File: src/rtl/store_unit.sv
// Store path: size/alignment decode, lane-replicated write data and strobes, valid/ready memory write port.
// Optional STORE_MISALIGNED_SPLIT_EN splits misaligned half/word stores into up to two word beats instead of trapping.
module store_unit #(
    parameter int XLEN = 32
) (
    input  logic            clk,
    input  logic            resetn,
    input  logic            req_valid,
    output logic            req_ready,
    input  logic [2:0]      funct3,
    input  logic            amo_data_store,
    input  logic [XLEN-1:0] addr,
    input  logic [XLEN-1:0] wdata,
    output logic            mem_valid,
    input  logic            mem_ready,
    output logic [XLEN-1:0] mem_addr,
    output logic [XLEN-1:0] mem_wdata,
    output logic [3:0]      mem_wstrb,
    output logic            done,
    output logic            store_misaligned,
    output logic [XLEN-1:0] fault_addr
);

    typedef enum logic [1:0] {
        IDLE     = 2'b00,
        ISSUE    = 2'b01,
        FAULT    = 2'b10
`ifdef STORE_MISALIGNED_SPLIT_EN
        ,
        ISSUE_HI = 2'b11
`endif
    } state_e;

    state_e          state_q, state_d;
    logic [XLEN-1:0] mem_addr_q, mem_addr_d;
    logic [XLEN-1:0] mem_wdata_q, mem_wdata_d;
    logic [3:0]      mem_wstrb_q, mem_wstrb_d;
    logic [XLEN-1:0] fault_addr_q, fault_addr_d;
    logic            done_q, done_d;

    logic [1:0]      size_sel;
    logic            is_byte;
    logic            is_half;
    logic [1:0]      off;
    logic            misaligned;
    logic [3:0]      size_mask;
    logic [XLEN-1:0] lane_data;
    logic [XLEN-1:0] word_addr;
    logic            accept;
    logic            unused_funct3;

    // funct3[2] only distinguishes load sign-extension; stores ignore it.
    assign unused_funct3 = funct3[2];

    assign size_sel   = amo_data_store ? 2'b10 : funct3[1:0];
    assign is_byte    = (size_sel == 2'b00);
    assign is_half    = (size_sel == 2'b01);
    assign off        = addr[1:0];
    assign misaligned = is_half ? off[0] : (!is_byte && (off != 2'b00));
    assign word_addr  = {addr[XLEN-1:2], 2'b00};
    assign size_mask  = is_byte ? 4'b0001 : (is_half ? 4'b0011 : 4'b1111);

    generate
        for (genvar gi = 0; gi < 4; gi++) begin : g_lane
            assign lane_data[8*gi +: 8] = is_byte ? wdata[7:0]
                                        : is_half ? wdata[8*(gi%2) +: 8]
                                        :           wdata[8*gi +: 8];
        end
    endgenerate

`ifdef STORE_MISALIGNED_SPLIT_EN
    logic [7:0]        split_strb;
    logic [2*XLEN-1:0] split_data;
    logic [XLEN-1:0]   size_bits;
    logic [XLEN-1:0]   hi_wdata_q, hi_wdata_d;
    logic [3:0]        hi_wstrb_q, hi_wstrb_d;

    // Data is masked to the access size so bytes beyond it never reach the upper beat.
    assign size_bits  = is_byte ? XLEN'(32'h0000_00FF) : (is_half ? XLEN'(32'h0000_FFFF) : '1);
    assign split_strb = {4'b0000, size_mask} << off;
    assign split_data = {{XLEN{1'b0}}, wdata & size_bits} << {off, 3'b000};
`else
    logic [3:0] lane_strb;

    assign lane_strb = size_mask << off;
`endif

    assign req_ready = (state_q == IDLE);
    assign accept    = req_valid && req_ready;

    always_comb begin
        mem_valid = (state_q == ISSUE);
`ifdef STORE_MISALIGNED_SPLIT_EN
        if (state_q == ISSUE_HI) begin
            mem_valid = 1'b1;
        end
`endif
    end

    assign store_misaligned = (state_q == FAULT);
    assign mem_addr         = mem_addr_q;
    assign mem_wdata        = mem_wdata_q;
    assign mem_wstrb        = mem_wstrb_q;
    assign done             = done_q;
    assign fault_addr       = fault_addr_q;

    always_comb begin
        state_d      = state_q;
        mem_addr_d   = mem_addr_q;
        mem_wdata_d  = mem_wdata_q;
        mem_wstrb_d  = mem_wstrb_q;
        fault_addr_d = fault_addr_q;
        done_d       = 1'b0;
`ifdef STORE_MISALIGNED_SPLIT_EN
        hi_wdata_d   = hi_wdata_q;
        hi_wstrb_d   = hi_wstrb_q;
`endif
        case (state_q)
            IDLE: begin
                if (accept) begin
`ifdef STORE_MISALIGNED_SPLIT_EN
                    state_d     = ISSUE;
                    mem_addr_d  = word_addr;
                    mem_wdata_d = misaligned ? split_data[XLEN-1:0] : lane_data;
                    mem_wstrb_d = split_strb[3:0];
                    hi_wdata_d  = split_data[2*XLEN-1:XLEN];
                    hi_wstrb_d  = split_strb[7:4];
`else
                    if (misaligned) begin
                        state_d      = FAULT;
                        fault_addr_d = addr;
                    end else begin
                        state_d     = ISSUE;
                        mem_addr_d  = word_addr;
                        mem_wdata_d = lane_data;
                        mem_wstrb_d = lane_strb;
                    end
`endif
                end
            end
            ISSUE: begin
                if (mem_ready) begin
`ifdef STORE_MISALIGNED_SPLIT_EN
                    // A second beat is only needed when the strobe spills past lane 3.
                    if (hi_wstrb_q != 4'b0000) begin
                        state_d     = ISSUE_HI;
                        mem_addr_d  = mem_addr_q + XLEN'(4);
                        mem_wdata_d = hi_wdata_q;
                        mem_wstrb_d = hi_wstrb_q;
                    end else begin
                        state_d = IDLE;
                        done_d  = 1'b1;
                    end
`else
                    state_d = IDLE;
                    done_d  = 1'b1;
`endif
                end
            end
`ifdef STORE_MISALIGNED_SPLIT_EN
            ISSUE_HI: begin
                if (mem_ready) begin
                    state_d = IDLE;
                    done_d  = 1'b1;
                end
            end
`endif
            FAULT: begin
                state_d = IDLE;
            end
            default: begin
                state_d = IDLE;
            end
        endcase
    end

    always_ff @(posedge clk or negedge resetn) begin
        if (!resetn) begin
            state_q      <= IDLE;
            mem_addr_q   <= '0;
            mem_wdata_q  <= '0;
            mem_wstrb_q  <= '0;
            fault_addr_q <= '0;
            done_q       <= 1'b0;
`ifdef STORE_MISALIGNED_SPLIT_EN
            hi_wdata_q   <= '0;
            hi_wstrb_q   <= '0;
`endif
        end else begin
            state_q      <= state_d;
            mem_addr_q   <= mem_addr_d;
            mem_wdata_q  <= mem_wdata_d;
            mem_wstrb_q  <= mem_wstrb_d;
            fault_addr_q <= fault_addr_d;
            done_q       <= done_d;
`ifdef STORE_MISALIGNED_SPLIT_EN
            hi_wdata_q   <= hi_wdata_d;
            hi_wstrb_q   <= hi_wstrb_d;
`endif
        end
    end

endmodule
File: config.mk
export PLATFORM = sky130hd
export DESIGN_NAME = store_unit
export DESIGN_NICKNAME = d
export VERILOG_FILES = /design/src/rtl/store_unit.sv
export SDC_FILE = /design/constraint.sdc
export NUM_CORES = 1
export LEC_CHECK = 0
export ABC_AREA = 1
export ABC_CLOCK_PERIOD_IN_PS = 3200
export BUFFER_PORTS_ARGS = -buffer_cell sky130_fd_sc_hd__buf_2
export CORE_MARGIN = 2
export CORE_UTILIZATION = 52
export CTS_CLUSTER_SIZE = 25
export DETAILED_ROUTE_END_ITERATION = 8
export PLACE_DENSITY = 0.86
export RECOVER_POWER = 25
export SYNTH_ARGS = -nofsm -noshare
export SYNTH_HDL_FRONTEND = slang
export SYNTH_SLANG_ARGS = --single-unit
File: constraint.sdc
create_clock -name clk -period 3.2 [get_ports clk]
set_clock_uncertainty 0.2 [all_clocks]
set_input_delay 0.32 -clock clk [delete_from_list [all_inputs] [get_ports clk]]
set_output_delay 0.32 -clock clk [all_outputs]
set_load 0.01 [all_outputs]
### Yosys cells after proc, flatten, opt, wreduce, memory -nomap -nowiden

Index checks and enable logic that the tools add are counted.

| word-level totals | value |
|---|---|
| register bits | 101 |
| bits of input ports | 72 |
| output and inout port bits | 104 |

| cells by class | value |
|---|---|
| equality and inequality tests | 5 |
| shift-type cells | 1 |
| muxes and demuxes | 15 |
| bitwise operators | 1 |
| reductions and logical operators | 9 |

Operators by type and width:

| cell | count |
|---|---|
| 8-bit 2-to-1 mux | 5 |
| 2-bit 2-to-1 mux | 4 |
| 4-bit 2-to-1 mux | 2 |
| 3-bit AND reduction | 2 |
| 2-bit by 1-bit == test with 1-bit output, second input constant | 2 |
| 2-bit logical NOT | 2 |
| 2-bit by 1-bit inequality test with 1-bit output, second input constant | 2 |
| 2-bit one-hot mux with 2 select lines | 1 |
| 4-bit by 2-bit left shift with 4-bit output | 1 |
| 1-bit 2-to-1 mux | 3 |
| 2-bit == test, second input constant | 1 |
| 1-bit logical AND | 2 |
| 2-bit AND reduction | 1 |
| 2-bit nonzero test | 1 |
| 1-bit logical NOT | 1 |
| 1-bit inverter | 1 |

### Logic depth before layout (Yosys ltp)

Gate-level depths: netlist of the first run.

| logic depth | value |
|---|---|
| word-level depth | 8 |
| depth in mapped cells | 9 |
| gate-level depth less buffers | 6 |

### Worst setup path after synthesis of the first run

No wires, ideal clock.

| path | value |
|---|---|
| path type | register to register |
| from | register state_q[1] |
| to | register mem_addr_q[10], in the netlist mem_addr[10] |
| data arrival time | 1.321 ns |
| data required time | 2.884 ns |
| setup slack | 1.563 ns |
| stages on the path, launching flop included | 9 |
| buffers on the path | 2 |
| path through | dfrtp_1 > nor2_1 > nand2_1 > inv_2 > nand2_2 > buf_4 > buf_2 > nand2_1 > nand2_1 |

| between the ends | value |
|---|---|
| word-level cells in the longest chain between the ends | 3 |

RTL lines:

| element | line | source |
|---|---|---|
| start, declared | 34 | `state_e state_q, state_d;` |
| start signal, assigned | 190 | `state_q <= state_d;` |
| 2-bit logical NOT (*) | 88 | `assign req_ready = (state_q == IDLE);` |
| via req_ready | 9 | `output logic req_ready,` |
| 1-bit logical AND | 89 | `assign accept = req_valid && req_ready;` |
| 3-bit AND reduction (no line) (*) | n/a |  |
| end signal, assigned | 191 | `mem_addr_q <= mem_addr_d;` |
| end, declared | 35 | `logic [XLEN-1:0] mem_addr_q, mem_addr_d;` |

The timed path passes the listed nets; every way through them passes the cells marked *.
A chain may end at the register's enable or synchronous reset.

### Final worst setup path of the first run

| path | value |
|---|---|
| from | register state_q[1] |
| to | register mem_wdata_q[24], in the netlist mem_wdata[24] |

| between the ends | value |
|---|---|
| word-level cells in the longest chain between the ends | 3 |

RTL lines:

| element | line | source |
|---|---|---|
| 2-bit logical NOT (*) | 88, 118 |  |
| 1-bit logical AND | 89 |  |
| 3-bit AND reduction (no line) (*) | n/a |  |
| end signal, assigned | 192 | `mem_wdata_q <= mem_wdata_d;` |
| end, declared | 36 | `logic [XLEN-1:0] mem_wdata_q, mem_wdata_d;` |

Every way passes the cells marked *; elsewhere a longest branch is shown, timed or not.

==> results of run 1 <==
[report_power, final]
group          switching [mW]  internal (mW)  total, mW
Sequential              0.197           1.62       1.82
Clock                   0.433          0.366      0.800
Combinational           0.688          0.446       1.13
Total                    1.32           2.44       3.75
[area by class of cell]
cell class	count	area, um2	area share (%)
Clock buffer	11	131	2.30
Multi-Input combinational cell	393	1540	27.0
Tap cell	102	128	2.24
Inverter	11	41.3	0.724
Timing Repair Buffer	215	1270	22.3
Antenna cell	1	2.50	0.0439
Sequential cell	101	2530	44.3
Clock inverter	5	60.1	1.05
[registers in the layout, indices dropped and copies added, names as in the netlist]
signal and count:
fault_addr 32, done 1, mem_wdata 32, mem_addr 30, mem_wstrb 4, state_q 2
[layer usage]
layer | up-vias | track usage, % | wire length, um
met2 | 195 | 48.5 | 5980
met5 | - | 0 | 0
li1 | 2000 | - | -
met3 | 12 | 5.83 | 987
met1 | 1948 | 35.2 | 4870
met4 | 0 | 8.94 | 123
[worst max path at each step]
stage	endpoint	depth (start not counted)
CTS	mem_wdata[24]	6
detailed placement	fault_addr[12]	8
global route	fault_addr[26]	6
finish	mem_wdata[24]	6
floorplan	mem_addr[10]	8
global placement	fault_addr[15]	8
[logic make-up (layout without fill, tap and decap cells)]
logic type	count (synthesis)	count (layout)	synth area share, %
AND/OR/NAND/NOR	390	390	35.6
buffers and inverters	37	242	4.65
flip-flops	101	101	59.4
other	1	3	0.0882
AO/OA/AOI/OAI	1	1	0.206
[critical path: cells and delay by family, from the launching register on]
family,cells,cell delay [ns]
and+or+nand+nor,4,0.47
DFF,1,0.43
buffers and inverters,1,0.30
AOI/OAI and AO/OA,1,0.59
[through the flow]
stage	power (mW)	setup slack, ns
4_1_cts	3.79	1.15
5_1_grt	3.99	0.981
3_5_place_dp	2.96	1.10
2_1_floorplan	2.39	1.56
3_3_place_gp	2.91	1.16
6_report	3.75	1.14
[cell usage after synthesis (all sizes together)]
library cell  instances
clkbuf                1
conb                  1
nand3                27
buf                  25
nand2               351
nor3                  1
a21oi                 1
nor2                 11
inv                  10
clkinv                1
dfrtp               101
[what timing repair did]
item / 4_1_cts / 5_1_grt
hold buffers: 37 / 0
resized for setup: 0 / 0
hold endpoints to repair: 100 / 0
==> metrics, run 1 <==
PwrDens=~660 mW/mm2; design area=~0.0057 mm2; Min-Delay Path Depth=3; unrepaired setup endpoints after global routing=no; number of global-route vias before repair=a little over 4000; Synth area leader=dfrtp_1; FF+latch count, synth=about 100; Distinct cells, synth=16; layout cells sized above 1=between 20% and 30%; Final Cycle Share=between 60 and 70%; clk root buf=clkbuf_8; number of buffers added for setup after CTS=0; most frequent cells in the layout=348 x nand2_1, 138 x buf_2, 101 x dfrtp_1, 37 x dlygate4sd3_1, 35 x clkbuf_1; Hold Worst Slack=0.0139 ns; Critical Path Most Common Cell=nand2_1; # setup viols final=0; first-pass GRT wire length=~19000 um; Max Cap Violations=0; top cells by area, synth=dfrtp_1 59%, nand2_1 31%, nand3_1 3.2%; crit path kind=reg -> reg; Final #Nets=around 800; final cell count without fillers=839; fillers=610; H-tree Lvls=3; setup tns final=0 ns; Vias/cell=4.95; Pre-Repair DR Iteration Count=5; Antenna Nets Post-Route=0; Syn Std Cell Area=0.00425 mm2; Clock Path Buffers=2; FF-to-FF Start=state_q[1]; TritonCTS sink count=between 100 and 150; aggregate global routing overflow=0; commonest non-fill, non-tap cell in the layout=nand2_1; Yosys top cell area share=59.4%; largest net degree at the start of global routing=60; Top Ports=between 150 and 200; initial antenna violation count=0; Worst-path clk slew=0.10 ns; crit path time final=2.06 ns; hold worst-path end=fault_addr[0]; DR vias=about 4200; dpl cells=a little under 800; Post-Syn Instances=530; Initial Utilization=~54%; hpwl dp=approximately 8000 um; core area=0.00781 mm2; placed inst area=around 0.0052 mm2; Die Width=between 90 and 100 um; Cell Rows=32; hold path start=addr[0]; final slew viol count=0; Worst-Margin Slew=around 1.1 ns; Worst-Skew Late Latency=roughly 0.35 ns; CP startpoint=state_q[1]; DRC=0; Max rail drop VDD=0.289 mV; die area=~0.0089 mm2; IO buf count=between 150 and 200; critical path endpoint category=flop; Worst Hold Class=in -> reg; initial detailed-routing violation count=140; Routed WL=around 12000 um; GPL Wtd Cong=0.827; LEAKAGE=around 3.3 nW; r2r setup slk=approximately 1.1 ns; worst r2r dst=mem_wdata[24]; Area Growth Syn to Fin=34.1%; total track usage=roughly 28%; slew margin rel.=25.7%; Util after Layout=73.0%; CP Max Fanout=43; CP max-delay cell=a21oi_4; final hold vios=0; YS warnings=0; Num CTS Buffers=9; CP max stage delay=just under 0.6 ns; die height=approximately 94 um; fmax=~490 MHz; R2R cell count=6; type of origin of the critical path=flop; CP required=~3.3 ns; crit-path cells=nor2_1, nand2_1, a21oi_4, buf_12, nand2_1, nand2_1; CTS tree=done; drt wl/cell=14.3 um; register area share after synthesis=around three fifths; Avg Cell Area, Syn=8.03 um2; worst endpoint data arrival time=2.14 ns; status=finished, final reports clean
(Power assumes the default switching activity.)
==> inputs of run 2 (changes only) <==
- ABC_CLOCK_PERIOD_IN_PS: 3200 -> 2050
- CORE_UTILIZATION: 52 -> 48
- PLACE_DENSITY: 0.86 -> 0.8
- clock period: 3.2 -> 2.05 ns (I/O delays scaled with it)
==> run 2 against run 1 <==
  * Clock power grew 71%
  * Via count is 5.0% higher
  * Setup slack got worse by 0.89 ns
  * Die area rose by 8.0%
  * Critical path depth rose by 2
  * Sequential cell count stayed put
  * Critical path type is now in -> reg
  * Largest cell class unchanged
  * Largest power group unchanged
==> metrics, run 2 (synthesis results as in run 1) <==
status=finished, final reports clean (unchanged); DP Worst Slack=0.363 ns (was 1.10 ns); CTS tree=done (unchanged); Initial Utilization=49.0% (was 54.5%); TritonCTS sink count=101 (unchanged); number of global-route vias before repair=4397 (was 4093); # setup viols final=0 (unchanged); Worst-Margin Slew=0.543 ns (was 1.11 ns); die height=98.1 um (was 94.5 um); Switching Share=34.0% (was 35.1%); critical path endpoint category=flop (unchanged); type of origin of the critical path=input port (was flop); CP Max Fanout=65 (was 43); final hold vios=0 (unchanged); Pre-Repair DR Iteration Count=5 (unchanged); GPL Wtd Cong=0.834 (was 0.827); Num CTS Buffers=9 (unchanged); DRC=0 (unchanged); final slew viol count=0 (unchanged); crit path time final=roughly 1.8 ns; unrepaired setup endpoints after global routing=no (unchanged); antenna cell count=0 (was 1); PwrDens=1000 mW/mm2 (was 658 mW/mm2); Routed WL=12800 um (was 12000 um); Sequential Power Share=46.6% (was 48.5%); Die Width=98.1 um (was 94.5 um); Worst-path clk slew=0.10 ns (about the same); Final #Nets=835 (was 803); most frequent cells in the layout=348 x nand2_1, 171 x buf_2, 101 x dfrtp_1, 65 x dlygate4sd3_1, 27 x nand3_1 (was 348 x nand2_1, 138 x buf_2, 101 x dfrtp_1, 37 x dlygate4sd3_1, 35 x clkbuf_1); Clk pwr share=22.6% (was 21.3%); aggregate global routing overflow=0 (unchanged); hold path start=wdata[21] (was addr[0]); largest net degree at the start of global routing=102 (was 60); Area Growth Syn to Fin=43.0% (was 34.1%); IO buf count=172 (unchanged); Worst Hold Class=in -> reg (unchanged); Max Cap Violations=0 (unchanged); routing usage on met3=5.15% (was 5.83%); hpwl dp=7710 um (was 7980 um); Top Ports=176 (unchanged); die area=0.00963 mm2 (was 0.00892 mm2); clk root buf=clkbuf_8 (unchanged); Antenna Nets Post-Route=0 (unchanged); final cell count without fillers=876 (was 839); H-tree Lvls=3 (unchanged); CP startpoint=addr[1] (was state_q[1]); sw power=2.07 mW (was 1.32 mW); slew margin rel.=63.7% (was 25.7%); Hold Worst Slack=0.0641 ns (was 0.0139 ns); Util after Layout=70.1% (was 73.0%); Worst-Skew Late Latency=0.35 ns (about the same); CP required=2.13 ns (was 3.29 ns); GRT Max-Usage Layer=met2 (unchanged); commonest non-fill, non-tap cell in the layout=nand2_1 (unchanged); initial detailed-routing violation count=255 (was 140); crit path kind=in -> reg (was reg -> reg); Max rail drop VDD=0.452 mV (was 0.289 mV); grt met1 use=33.5% (was 35.2%); worst endpoint data arrival time=1.88 ns (was 2.14 ns); Vias/cell=4.98 (was 4.95); LEAKAGE=3.56 nW (was 3.31 nW); DR vias=4363 (was 4155); PnR Total Power=6.08 mW (was 3.75 mW); setup tns final=0 ns (unchanged); total track usage=26.8% (was 27.9%); core area=0.00868 mm2 (was 0.00781 mm2); Final Cycle Share=87.6%; layout cells sized above 1=26.3% (was 22.6%); Resized cells post-CTS=0 (unchanged); Cell Rows=34 (was 32); dpl cells=795 (was 785); placed inst area=0.00522 mm2 (was 0.00518 mm2); initial antenna violation count=0 (unchanged); fmax=557 MHz; Clock Path Buffers=2 (unchanged); combinational share of power=30.8% (was 30.2%); drt wl/cell=14.6 um (was 14.3 um); FF-to-FF Start=state_q[1] (unchanged); met2 Use GR=47.0% (was 48.5%); first-pass GRT wire length=20900 um (was 19400 um); design area=0.00608 mm2 (was 0.00570 mm2); slack of the critical path=0.254 ns (was 1.14 ns); cell internal pwr=4.02 mW (was 2.44 mW)
## run 2: changes by cell type in the layout (fill, tap and decap cells not counted), moves of 4 or more
cell	delta
buf_4	+4
clkbuf_1	-32
buf_2	+33
dlygate4sd3_1	+28
## run 2: layout make-up
class                      instances  area [um2]
tap                              108         135
inverter                          11        41.3
sequential                       101        2530
timing repair buffer             247        1620
fill                             674        2600
clock buffer                      11         131
multi-input combinational        393        1540
clock inverter                     5        83.8
## run 2: timing repair
item / 4_1_cts / 5_1_grt
hold buffers: 65 / 0
hold endpoints to repair: 198 / 0
setup buffers: 0 / 0
## run 2: power by group through the flow
stage	sequential [mW]	combinational, mW	clock (mW)
2_1_floorplan	3.11	0.617	0
3_3_place_gp	2.83	1.72	0
3_5_place_dp	2.85	1.77	0
4_1_cts	2.83	1.86	1.41
5_1_grt	2.90	2.07	1.48
6_report	2.84	1.88	1.37
## run 2: final timing paths
kind / slack, ns / cells after the start / endpoint
setup reg to reg: 0.32 / 6 / mem_wdata[18]
setup / recovery: 0.25 / 8 / mem_wdata[18]
hold / removal: 0.06 / 5 / mem_wdata[21]
hold reg to reg: 0.27 / 2 / fault_addr[17]
min in group asynchronous: 0.29 / 3 / fault_addr[22]
max in group asynchronous: 0.93 / 3 / mem_wstrb[3]
## run 2: layer usage
metal,part of all wire (%),up-vias
met5,0,-
met4,2.2,0
met3,8.4,34
met2,51,223
met1,38,2045
li1,-,2061
## run 2: worst max-delay path: stages
cell           delay [ns]
dlygate4sd3_1        0.55
buf_2                0.14
inv_1                0.12
nand2_1              0.15
a21oi_4              0.21
buf_12               0.28
nand2_1              0.12
nand2_1              0.09
==> inputs of run 3 (changes only) <==
- CAP_MARGIN: unset -> 20
- CORE_UTILIZATION: 48 -> 40
- PLACE_DENSITY: 0.8 -> 0.68
==> run 3 against run 2 <==
  * Register-to-register slack better by 0.06 ns
  * Worst hold slack better by 0.073 ns
  * Setup slack worse by 0.010 ns
==> metrics, run 3 (synthesis results as in run 1) <==
number of buffers added for setup after CTS=0 (unchanged); Top Ports=176 (unchanged); CP Max Fanout=51 (was 65); Worst Hold Class=in -> reg (unchanged); CP max stage delay=0.53 ns (was 0.55 ns); largest net degree at the start of global routing=66 (was 102); worst endpoint data arrival time=1.89 ns (was 1.88 ns); Pre-Repair DR Iteration Count=5 (unchanged); IO buf count=172 (unchanged); Cell Rows=37 (was 34); fmax=554 MHz (was 557 MHz); status=finished, final reports clean (unchanged); critical path endpoint category=flop (unchanged); layout cells sized above 1=26.1% (was 26.3%); initial antenna violation count=0 (unchanged); Final #Nets=835 (unchanged); DRC=0 (unchanged); unrepaired setup endpoints after global routing=no (unchanged); CP required=2.13 ns (about the same); Max rail drop VDD=0.455 mV (was 0.452 mV); Clock Path Buffers=2 (unchanged); drt wl/cell=14.0 um (was 14.6 um); commonest non-fill, non-tap cell in the layout=nand2_1 (unchanged); antenna cell count=0 (unchanged); type of origin of the critical path=input port (unchanged); fillers=908 (was 674); Max Cap Violations=0 (unchanged); PwrDens=955 mW/mm2 (was 1000 mW/mm2); slew margin rel.=43.9% (was 63.7%); setup tns final=0 ns (unchanged); most frequent cells in the layout=348 x nand2_1, 171 x buf_2, 101 x dfrtp_1, 66 x dlygate4sd3_1, 27 x nand3_1 (was 348 x nand2_1, 171 x buf_2, 101 x dfrtp_1, 65 x dlygate4sd3_1, 27 x nand3_1); aggregate global routing overflow=0 (unchanged); TritonCTS sink count=101 (unchanged); die area=0.0115 mm2 (was 0.00963 mm2); hpwl dp=8110 um (was 7710 um); Initial Utilization=41.2% (was 49.0%); Die Width=107 um (was 98.1 um); first-pass GRT wire length=20300 um (was 20900 um); CTS tree=done (unchanged); clk root buf=clkbuf_8 (unchanged); final slew viol count=0 (unchanged); Worst-path clk slew=0.09 ns (was 0.10 ns); Worst-Margin Slew=0.841 ns (was 0.543 ns); CP max-delay cell=dlygate4sd3_1 (unchanged); Antenna Nets Post-Route=0 (unchanged); Area Growth Syn to Fin=42.6% (was 43.0%); number of global-route vias before repair=4208 (was 4397); die height=107 um (was 98.1 um); final hold vios=0 (unchanged); Worst-Skew Late Latency=0.35 ns (about the same); PnR Total Power=5.80 mW (was 6.08 mW); crit-path cells=dlygate4sd3_1, buf_2, inv_1, nand2_1, nand2_2, nand2_2, buf_6, nand2_1, nand2_1 (was dlygate4sd3_1, buf_2, inv_1, nand2_1, a21oi_4, buf_12, nand2_1, nand2_1); GPL Wtd Cong=0.836 (was 0.834); Vias/cell=4.67 (was 4.98); # setup viols final=0 (unchanged); Critical Path Most Common Cell=nand2_1 (unchanged); LEAKAGE=3.53 nW (was 3.56 nW); Routed WL=12600 um (was 12800 um); Final Cycle Share=88.1% (was 87.6%); H-tree Lvls=3 (unchanged); DR vias=4215 (was 4363); total track usage=22.2% (was 26.8%); crit path time final=1.81 ns (was 1.80 ns); core area=0.0103 mm2 (was 0.00868 mm2); initial detailed-routing violation count=235 (was 255); crit path kind=in -> reg (unchanged); Num CTS Buffers=9 (unchanged)
## run 3: per-stage QoR
step / hold slack, ns / area, um2 / util (%) / setup slack, ns / cells
2_1_floorplan: -0.291 / 4260 / - / 0.413 / 531
3_3_place_gp: -0.0304 / 5250 / 50.8 / 0.328 / 822
3_5_place_dp: -0.0224 / 5250 / 50.8 / 0.235 / 822
4_1_cts: 0.109 / 6070 / 58.8 / 0.114 / 903
5_1_grt: 0.134 / 6070 / 58.8 / 0.141 / 903
6_report: 0.137 / 6070 / 58.8 / 0.243 / 903
## run 3: what timing repair did
action / in CTS / in global routing
resized for setup: 0 / 1
hold buffers: 66 / 0
setup endpoints to repair: 0 / 4
endpoints found under the hold margin: 178 / 0
## run 3: worst max-delay path: cells and delay by family
kind | cells | cell delay (ns)
buffers and inverters | 4 | 1.09
AND/OR/NAND/NOR | 5 | 0.59
## run 3: final timing paths
| path | from | endpoint | slack [ns] | depth (start not counted) |
|---|---|---|---|---|
| min reg2reg | mem_wstrb[0] | mem_wstrb[0] | 0.27 | 2 |
| min | funct3[0] | mem_wdata[27] | 0.14 | 5 |
| min in group asynchronous | resetn | fault_addr[30] | 0.29 | 2 |
| max | addr[1] | mem_addr[19] | 0.24 | 9 |
| max reg2reg | state_q[1] | mem_addr[19] | 0.38 | 7 |
| max in group asynchronous | resetn | mem_wdata[23] | 0.37 | 3 |
## run 3: metal layers
metal / vias up / track usage (%) / share of wire, %
li1: 2062 / - / -
met1: 1961 / 29.6 / 43
met2: 180 / 37.1 / 49
met3: 12 / 4.62 / 7.4
met4: 0 / 5.19 / 1.2
met5: - / 0 / 0
## run 3: cell type report
| cell class | instances | area, um2 | share of cell area, % |
|---|---|---|---|
| tap | 136 | 170 | 2.80 |
| clock buffer | 10 | 128 | 2.10 |
| multi-input combinational | 393 | 1540 | 25.4 |
| timing repair buffer | 247 | 1620 | 26.7 |
| sequential | 101 | 2530 | 41.7 |
| clock inverter | 5 | 37.5 | 0.619 |
| inverter | 11 | 41.3 | 0.681 |
## run 3: power breakdown
part / internal [mW] / switching, mW / leakage (nW)
Combinational: 0.786 / 1.08 / 2.20
Sequential: 2.53 / 0.292 / 1.26
Clock: 0.440 / 0.667 / 0.0787
